===== config.mk =====
export PLATFORM = sky130hd
export DESIGN_NAME = flag111_tx
export DESIGN_NICKNAME = d
export VERILOG_FILES = /design/src/rtl/flag111_pkg.sv /design/src/rtl/flag111_tx.sv
export SDC_FILE = /design/constraint.sdc
export NUM_CORES = 1
export LEC_CHECK = 0
export CAP_MARGIN = 20
export CORE_MARGIN = 2
export CORE_UTILIZATION = 46
export DETAILED_ROUTE_END_ITERATION = 16
export PLACE_DENSITY = 0.79
export SKIP_CTS_REPAIR_TIMING = 1
export SLEW_MARGIN = 10
export SYNTH_ARGS = -nofsm -noshare
export SYNTH_HDL_FRONTEND = slang
export SYNTH_SLANG_ARGS = --single-unit
export TNS_END_PERCENT = 10

===== constraint.sdc =====
create_clock -name clk_i -period 1.8 [get_ports clk_i]
set_input_delay 0.36 -clock clk_i [delete_from_list [all_inputs] [get_ports clk_i]]
set_output_delay 0.36 -clock clk_i [all_outputs]
set_load 0.01 [all_outputs]

===== src/rtl/flag111_pkg.sv =====
// Shared definitions for the "111" flag transmitter: state encoding, flag pattern and defaults.
package flag111_pkg;

  localparam int unsigned DefaultDataW = 8;
  localparam int unsigned FlagLen      = 4;
  localparam logic [FlagLen-1:0] FlagPat = 4'b0111;

  typedef enum logic [2:0] {
    StIdle,
    StFlag,
    StData,
    StStuff,
    StEnd
  } state_e;

endpackage


===== src/rtl/flag111_tx.sv =====
// Transmit end of the "111" flag protocol: flag 0111, MSB-first payload with a zero
// stuffed after every two consecutive data ones (except after the last bit), then an END cycle.
module flag111_tx
  import flag111_pkg::*;
#(
  parameter int unsigned DATA_W = DefaultDataW
) (
  input  logic              clk_i,
  input  logic              rst_ni,
  input  logic              load_i,
  input  logic [DATA_W-1:0] din_i,
  output logic              ready_o,
  output logic              z_o,
  output logic              busy_o,
  output logic              done_o
);

  localparam int unsigned CntW = $clog2(DATA_W > FlagLen ? DATA_W : FlagLen);

  state_e            state_q, state_d;
  logic [DATA_W-1:0] sh_q, sh_d;
  logic [CntW-1:0]   cnt_q, cnt_d;
  logic [1:0]        ones_q, ones_d;
  logic              z_q, z_d;
  logic [1:0]        flag_idx;
  logic              emit;

  // z is registered, so every branch computes the line value for the cycle being entered.
  always_comb begin
    state_d  = state_q;
    sh_d     = sh_q;
    cnt_d    = cnt_q;
    ones_d   = ones_q;
    z_d      = 1'b0;
    emit     = 1'b0;
    flag_idx = 2'(FlagLen - 2) - cnt_q[1:0];

    unique case (state_q)
      StIdle: begin
        if (load_i) begin
          state_d = StFlag;
          sh_d    = din_i;
          cnt_d   = '0;
          ones_d  = '0;
          z_d     = FlagPat[FlagLen-1];
        end
      end
      StFlag: begin
        if (cnt_q == CntW'(FlagLen - 1)) begin
          state_d = StData;
          cnt_d   = '0;
          emit    = 1'b1;
        end else begin
          cnt_d = cnt_q + 1'b1;
          z_d   = FlagPat[flag_idx];
        end
      end
      StData: begin
        if (cnt_q == CntW'(DATA_W - 1)) begin
          state_d = StEnd;
        end else if (ones_q == 2'd2) begin
          state_d = StStuff;
          ones_d  = '0;
        end else begin
          cnt_d = cnt_q + 1'b1;
          emit  = 1'b1;
        end
      end
      StStuff: begin
        state_d = StData;
        cnt_d   = cnt_q + 1'b1;
        emit    = 1'b1;
      end
      StEnd: begin
        state_d = StIdle;
      end
      default: begin
        state_d = StIdle;
      end
    endcase

    // Shift out the next payload bit and track the run of data ones it extends.
    if (emit) begin
      z_d    = sh_q[DATA_W-1];
      sh_d   = sh_q << 1;
      ones_d = sh_q[DATA_W-1] ? ones_q + 2'd1 : 2'd0;
    end
  end

  always_ff @(posedge clk_i or negedge rst_ni) begin
    if (!rst_ni) begin
      state_q <= StIdle;
      sh_q    <= '0;
      cnt_q   <= '0;
      ones_q  <= '0;
      z_q     <= 1'b0;
    end else begin
      state_q <= state_d;
      sh_q    <= sh_d;
      cnt_q   <= cnt_d;
      ones_q  <= ones_d;
      z_q     <= z_d;
    end
  end

  assign ready_o = (state_q == StIdle);
  assign busy_o  = (state_q != StIdle);
  assign done_o  = (state_q == StEnd);
  assign z_o     = z_q;

endmodule


==> impl_metrics.tcl <==
set metrics [dict create \
    crit_required_ns 2.00 \
    clk_latency_ns 0.28 \
    dp_hpwl_um 1390 \
    die_h_um 49.3 \
    synthesis.nets 107 \
    syn2layout_area_growth_pct 27.8 \
    fin_tns_setup_ns 0 \
    wl_um 1700 \
    pre_cts_ws_ns 0.00161 \
    syn_inst 90 \
    drive_gt1_share_pct 19.6 \
    io_pins 15 \
    fp.dieW_um 49.3 \
    cp-start-kind "flop" \
    powerDensity_mw_per_mm2 1550 \
    syn_avg_cell_area_um2 10.5 \
    cts_root_buffer "clkbuf_4" \
    tightest_slew_ns 0.441 \
    clk_pin_slew_worst_paths_ns 0.10 \
    grt_pass1_wl_um 2910 \
    grt_max_degree 16 \
    worstPathMaxFanout 15 \
    rsz0062_at_grt "true" \
    synth_edf_count 0 \
    crit_chain "ha_4 -> ha_4 -> or3b_4 -> a21oi_4 -> buf_12 -> nand2_1 -> o21ai_1" \
    max_freq_mhz 575 \
    run_status "completed" \
    synth_area_um2 942 \
    reg2reg_from "cnt_q[1]" \
    leakage_uw 0.000558 \
    diodes 0 \
    vias_per_cell 4.96 \
    hold_viol_final 0 \
    ys_seq_elements 17 \
    maxSlewViolCount 0 \
    period_minus_slack_ns 1.74 \
    drt-wirelength-per-cell_um 12.2 \
    drt.antenna.violating_nets 0 \
    hold_path_class "in -> async" \
    start_util_pct 48.5 \
    max_cap_violations 0 \
    drt-initial-drc-count 11 \
    ff2ff_setup_slack_ns 0.06 \
    numPortBuffers 14 \
    setup_slack_ns 0.0608 \
    ys.flop_type "dfrtp_1" \
    path_delay_family "flip-flops" \
    setup_viol 0 \
    critPathKind "reg -> reg" \
    placedCellCount 135 \
    finClkSkew_ns 0.0101 \
    relSlewSlack_pct 70.5 \
    cp-end-kind "flop" \
    htreeDepth 1 \
    crit_arrival_ns 1.94 \
    drc_errors 0 \
    cpPeakStageDelay_ns 0.43 \
    synth_cell_types 30 \
    antenna_found_initial 0 \
    power_uw 1860 \
    ys_seq_area_share_pct 45.2 \
    overflow 0 \
    fin_cells 139 \
    finalNetCount 130 \
    peakVddDrop_mv 0.866 \
    grt_usage_pct 15.7 \
    synthArstFlopShare_pct 100 \
    drt_pre_antenna_iters 3 \
    cts_tree "built" \
    crit_start "cnt_q[1]" \
    critPathSlowestCell "dfrtp_1" \
    crit_buf_inv 1 \
    cts.path.max_buffers 2 \
    cts_buffers 3 \
    vias 690 \
    place.gp.congestion 0.731 \
    crit_top_cell "ha_4" \
    cts_sinks 17 \
    core_mm2 0.00194 \
    row_count 16 \
    timing.final.crit_share_pct 96.6 \
    grt_pass1_vias 671 \
    ys_warn_count 0 \
    dieArea_mm2 0.00243 \
]
==> synth_stat cells, drive strengths merged, types with 2 or more instances <==
cell,instances,area [µm²]
nand2,12,45.0
buf,3,42.5
mux2i,8,80.1
o21ai,14,81.3
inv,6,22.5
ha,6,75.1
a21oi,4,31.3
nor2,3,11.3
nand3b,2,15.0
dfrtp,17,425
==> final timing paths <==
kind	end	depth (start not counted)
setup / recovery	sh_q[7]	7
hold / removal	cnt_q[0]	1
setup reg to reg	sh_q[7]	7
hold reg to reg	sh_q[5]	2
max in group asynchronous	sh_q[5]	2
min in group clk_i	sh_q[5]	2
==> cell usage in the layout, fill, tap and decap left out, drive strengths merged, types with 2 or more instances in the layout <==
| cell | instances |
|---|---|
| dfrtp | 17 |
| ha | 6 |
| a21oi | 4 |
| clkbuf | 4 |
| nand2 | 12 |
| inv | 6 |
| buf | 8 |
| nand3b | 2 |
| mux2i | 8 |
| clkdlybuf4s50 | 11 |
| o21ai | 14 |
| nor2 | 3 |
| dlymetal6s2s | 3 |
==> routing by layer <==
metal,up-vias,global-route usage (%),wire [µm]
met2,12,25.9,887
met5,-,0,0
met3,0,4.29,42
met4,0,6.67,0
met1,323,19.3,769
li1,355,-,-
==> power breakdown <==
part	internal (µW)	leakage, µW	switching (µW)
Sequential	523	0.000222	95.7
Clock	85.9	0.0000150	111
Combinational	537	0.000321	510
==> worst register-to-register path, stage by stage, from the launching register on <==
cell and delay [ns]:
dfrtp_1 0.43, ha_4 0.19, ha_4 0.15, or3b_4 0.38, a21oi_4 0.20, buf_12 0.16, nand2_1 0.06, o21ai_1 0.08
==> state kept, by name (all words and copies together) (netlist names) <==
register,count
cnt_q,3
state_q,3
sh_q,8
z_o,1
ones_q,2
==> cells by family (layout without fill, tap and decap cells) <==
group / Yosys count / in the layout / synth area share [%]
AO/OA/AOI/OAI: 21 / 21 / 14.5
adder cells (fa/ha/maj): 6 / 6 / 7.97
buffers and inverters: 10 / 32 / 7.30
flip-flops: 17 / 17 / 45.2
multiplexers: 9 / 9 / 9.69
AND/OR/NAND/NOR: 27 / 27 / 15.4
==> stage by stage <==
stage                     cell area, µm²  hold WS, ns  utilization, %
final                               1200        0.374            62.0
after global routing                1200        0.385            62.0
after CTS                           1170        0.372            60.4
after detailed placement            1150        0.474            59.1
after global placement              1150        0.467            59.1
after floorplan                      947       0.0644               -
==> final cells by class <==
| cell class | instances | area [µm²] |
|---|---|---|
| clock buffer | 4 | 26.3 |
| sequential | 17 | 425 |
| fill | 160 | 738 |
| multi-input combinational | 63 | 475 |
| inverter | 6 | 22.5 |
| tap | 27 | 33.8 |
| timing repair buffer | 22 | 220 |
Note: power is estimated with default switching activity, not from simulation.
==> RTL edit 1, RTL diff (same settings) <==
Set the package constant `FlagLen` to 8 (it was 4).
--- a/src/rtl/flag111_pkg.sv
+++ b/src/rtl/flag111_pkg.sv
@@ -3,5 +3,5 @@
 
   localparam int unsigned DefaultDataW = 8;
-  localparam int unsigned FlagLen      = 4;
+  localparam int unsigned FlagLen      = 8;
   localparam logic [FlagLen-1:0] FlagPat = 4'b0111;
 
Behaviour: not the same (a bounded check fails within 10 cycles, from zero or initial values and one cycle with rst_ni low).
==> RTL edit 1 against the unedited design <==
- worst setup slack got worse by 0.011 ns
- largest power group unchanged
- routed wire length rose by 1.6%
- via count fell by 4.5%
- sequential share of layout area rose by 0.37 points
- synthesized area fell by 0.27%
- final area fell by 1.0%
- total power fell by 5.6%
- sequential power rose by 1%
- sequential cell count did not move
- non-clock buffer count rose by 2
- synthesized cell count fell by 14%
- combinational power fell by 12%
==> RTL edit 1: results (changes against the unedited design) <==
| Metric | Value |
|---|---|
| Warnings, synthesis | `0 (unchanged)` |
| Pin count of the biggest net entering global routing | `18 (was 16)` |
| Delay-heaviest family, CP | `multiplexers (was flip-flops)` |
| Async S/R FF share, synth | `1.00 (unchanged)` |
| Htree depth | `1 (unchanged)` |
| Layout cell share with drive strength beyond 1 | `0.198 (was 0.196)` |
| Reg2Reg Setup Slack | `slightly below 0.05 ns` |
| Post-synth net total | `92 (was 107)` |
| Initial antenna violation count | `0 (unchanged)` |
| Vias/cell | `5.15 (was 4.96)` |
| Clock Latency Late Sink | `0.30 ns (was 0.28 ns)` |
| Peak supply drop | `0.961 mV (was 0.866 mV)` |
| Top flop regs | `sh_q: 8 flops, cnt_q: 3 flops, state_q: 3 flops (unchanged)` |
| DP HPWL | `1.30 mm (was 1.39 mm)` |
| Status | `finished clean (unchanged)` |
| Sw power | `0.638 mW (was 0.717 mW)` |
| Initial DRC count | `7 (was 11)` |
| DRT Pass-1 Iters | `4 (was 3)` |
| Num CTS Buffers | `3 (unchanged)` |
| Worst-Margin Slew | `0.266 ns (was 0.441 ns)` |
| Clk pin slew, worst setup/hold paths | `0.10 ns (about the same)` |
| Leakage | `0.588 nW (was 0.558 nW)` |
| Sequential share of the synthesized area | `0.453 (was 0.452)` |
| GRT Util Overall | `0.162 (was 0.157)` |
| Main area contributors after synthesis | `dfrtp_1, mux2_1, mux2i_1, ha_1, inv_1 (was dfrtp_1, mux2i_1, ha_1, nand2_1, o21ai_0)` |
| Crit path DAT | `1.94 ns (about the same)` |
| Placed Cells | `124 (was 135)` |
| Antenna diodes | `0 (unchanged)` |
| Most frequent cells after synthesis | `dfrtp_1, mux2_1, inv_1 (was dfrtp_1, nand2_1, mux2i_1)` |
| Global-route wire length before repair | `2.97 mm (was 2.91 mm)` |
| Min Tclk post-route | `1.75 ns (was 1.74 ns)` |
| Skew final | `0.00862 ns (was 0.0101 ns)` |
| # fillers | `161 (was 160)` |
| Fin cells | `128 (was 139)` |
| Critical path's largest stage delay | `0.40 ns (was 0.43 ns)` |
| Vias in the first global route | `670 (was 671)` |
| Max FO, Critical Path | `11 (was 15)` |
| Reg area | `425 µm² (unchanged)` |
| Cell variety after synth | `29 (was 30)` |
| Hold_ws | `0.374 ns (about the same)` |
| DP Area | `1160 µm² (was 1150 µm²)` |
| Placer Congestion | `0.782 (was 0.731)` |
| Pre-CTS worst setup slack | `-0.194 ns (was 0.00161 ns)` |
| Post-Syn Area per Cell | `12.2 µm² (was 10.5 µm²)` |
| CTS root buf | `clkbuf_4 (unchanged)` |
| Final WL | `1.73 mm (was 1.70 mm)` |
## RTL edit 1: kinds of logic after synthesis
| family | after synthesis | share of synthesized area |
|---|---|---|
| compound gates | 11 | 0.0866 |
| fa+ha+maj | 4 | 0.0533 |
| buf+inv | 13 | 0.0692 |
| flops | 17 | 0.453 |
| mux | 20 | 0.232 |
| simple gates | 12 | 0.107 |
## RTL edit 1: final timing paths
kind	endpoint	cells past startpoint	from
worst max register to register	sh_q[7]$_DFFE_PN0P_	5	state_q[0]$_DFFE_PN0P_
max in group asynchronous	state_q[2]$_DFFE_PN0P_	2	rst_ni
worst max-delay path	sh_q[7]$_DFFE_PN0P_	5	state_q[0]$_DFFE_PN0P_
min in group clk_i	ones_q[0]$_DFFE_PN0P_	1	ones_q[0]$_DFFE_PN0P_
worst min-delay path	sh_q[5]$_DFFE_PN0P_	2	rst_ni
worst min register to register	ones_q[0]$_DFFE_PN0P_	1	ones_q[0]$_DFFE_PN0P_
## RTL edit 1: metal layers
layer	part of all wire	vias up	global-route usage
li1	-	326	-
met1	0.43	311	0.188
met2	0.50	18	0.270
met3	0.063	4	0.0552
met4	0.014	0	0.0714
met5	0	-	0
## RTL edit 1: area by class of cell
type | instances | area share
Clock buffer | 3 | 0.0189
Clock inverter | 1 | 0.00420
Inverter | 9 | 0.0284
Multi-Input combinational cell | 47 | 0.379
Sequential cell | 17 | 0.357
Tap cell | 27 | 0.0284
Timing Repair Buffer | 24 | 0.184
## RTL edit 1: power groups by stage
stage / clock network [mW] / logic [mW] / registers [mW]
3_5_place_dp: 0 / 0.943 / 0.636
6_report: 0.209 / 0.923 / 0.626
4_1_cts: 0.214 / 0.949 / 0.627
5_1_grt: 0.238 / 1.02 / 0.647
2_1_floorplan: 0 / 0.664 / 0.631
3_3_place_gp: 0 / 0.918 / 0.624
## RTL edit 1: worst register-to-register path: stages, from the launching register on
cell and delay (ns):
dfrtp_1 0.40, buf_4 0.18, nor4b_4 0.28, buf_6 0.17, mux2_1 0.33, mux2_1 0.29
==> RTL edit 2, RTL diff (same flow settings) <==
Made on the original files. Re-encode `state_e` (5 states) as one-hot, 5 bits wide.
--- a/src/rtl/flag111_pkg.sv
+++ b/src/rtl/flag111_pkg.sv
@@ -6,10 +6,10 @@
   localparam logic [FlagLen-1:0] FlagPat = 4'b0111;
 
-  typedef enum logic [2:0] {
-    StIdle,
-    StFlag,
-    StData,
-    StStuff,
-    StEnd
+  typedef enum logic [4:0] {
+    StIdle  = 5'b00001,
+    StFlag  = 5'b00010,
+    StData  = 5'b00100,
+    StStuff = 5'b01000,
+    StEnd   = 5'b10000
   } state_e;
 
Behaviour: no difference found for any inputs over 10 cycles, from zero or initial values and one cycle with rst_ni low; not proved beyond that.
==> RTL edit 2 against the unedited design <==
- the run now ends with setup timing left
- sequential power is 7.8% higher
- sequential cell count is 2 higher
- worst setup slack worse by 0.15 ns
- routed wire length is 32% higher
- synthesized area is 12% higher
- total power is 16% lower
- sequential share of layout area is 1.9 points lower
- final area is 19% higher
- critical path type unchanged
- largest power group unchanged
==> RTL edit 2: results (changes against the unedited design) <==
| Metric | Value |
|---|---|
| Initial DRC count | `29 (was 11)` |
| Final clock-cell share | `0.0193 (was 0.0218)` |
| Nets | `148 (was 130)` |
| Clock Latency Late Sink | `0.30 ns (was 0.28 ns)` |
| Non-clock buffering overhead | `0.214 (was 0.183)` |
| Reg area | `478 µm² (was 425 µm²)` |
| Metal2 WL | `1.15 mm (was 887 µm)` |
| Cell variety after synth | `35 (was 30)` |
| Area of the die | `2690 µm² (was 2430 µm²)` |
| GRT Util Overall | `0.181 (was 0.157)` |
| Status | `finished with violations (was finished clean)` |
| DP HPWL | `1.68 mm (was 1.39 mm)` |
| Metal-1 WL | `1.00 mm (was 769 µm)` |
| Vias | `860 (was 690)` |
| Sequential share of the synthesized area | `0.453 (was 0.452)` |
| Non-CTS buffers | `36 (was 22)` |
| Placer Congestion | `0.891 (was 0.731)` |
| Worst Slack Setup Final | `-0.0859 ns (was 0.0608 ns)` |
| Pre-CTS worst setup slack | `-0.111 ns (was 0.00161 ns)` |
| Hold_ws | `0.367 ns (was 0.374 ns)` |
| DRT Pass-1 Iters | `6 (was 3)` |
| Seq Cell Count | `19 (was 17)` |
| Failing checks | `setup timing` |
| Post-synth net total | `112 (was 107)` |
| Top Metal Used | `met4 (was met3)` |
| CLK BUF | `3 (was 4)` |
| R2R depth | `5 (was 7)` |
| Top flop regs | `sh_q: 8 flops, state_q: 5 flops, cnt_q: 3 flops (was sh_q: 8 flops, cnt_q: 3 flops, state_q: 3 flops)` |
| Skew final | `0.00911 ns (was 0.0101 ns)` |
| Signal inverters | `7 (was 6)` |
| Peak supply drop | `0.812 mV (was 0.866 mV)` |
| Comb_multi_in | `64 (was 63)` |
| # fillers | `170 (was 160)` |
| Multi-input gate area | `557 µm² (was 475 µm²)` |
| Layout cell share with drive strength beyond 1 | `0.300 (was 0.196)` |
| Final setup vio count | `7 (was 0)` |
| Most frequent cells after synthesis | `dfrtp_1, and2_1, a221o_1, inv_1, ha_1 (was dfrtp_1, nand2_1, mux2i_1)` |
| Worst-Margin Slew | `0.458 ns (was 0.441 ns)` |
## RTL edit 2: cell types whose count changed in the layout (fill, tap and decap cells not counted), moves of 3 or more
cell / change
nand2_1: -9
o21ai_0: -5
and2_1: +8
buf_4: +15
o21ai_1: -5
mux2i_1: -6
a221o_1: +7
a21oi_1: -3
## RTL edit 2: power breakdown
group | switching (mW) | total, mW | internal, mW
Clock | 0.140 | 0.223 | 0.0828
Sequential | 0.0967 | 0.667 | 0.571
Combinational | 0.303 | 0.680 | 0.377
## RTL edit 2: per-stage QoR
step / power [mW] / setup TNS [ns] / cells
final: 1.57 / -0.568 / 158
after global routing: 1.68 / -1.75 / 158
after CTS: 1.56 / -1.91 / 154
after detailed placement: 1.34 / -0.600 / 150
after global placement: 1.30 / -0.0810 / 150
after floorplan: 1.04 / 0 / 95
## RTL edit 2: critical path, stage by stage (launching register included)
cell,delay (ns)
dfstp_2,0.41
buf_4,0.15
or4b_4,0.54
nor4_4,0.22
nor3_2,0.15
a221o_1,0.31
## RTL edit 2: cell families (layout without fill, tap and decap cells)
logic type / Yosys count / after routing / share of synthesized area
compound gates: 19 / 19 / 0.153
xor+xnor: 1 / 1 / 0.00832
fa+ha+maj: 6 / 6 / 0.0713
buf+inv: 12 / 47 / 0.0547
flops: 19 / 19 / 0.453
mux: 2 / 2 / 0.0190
simple gates: 36 / 36 / 0.240
## RTL edit 2: metal layers
layer	GRT usage	vias to the layer above
li1	-	415
met2	0.314	14
met4	0.0746	0
met3	0.0489	2
met5	0	-
met1	0.209	429
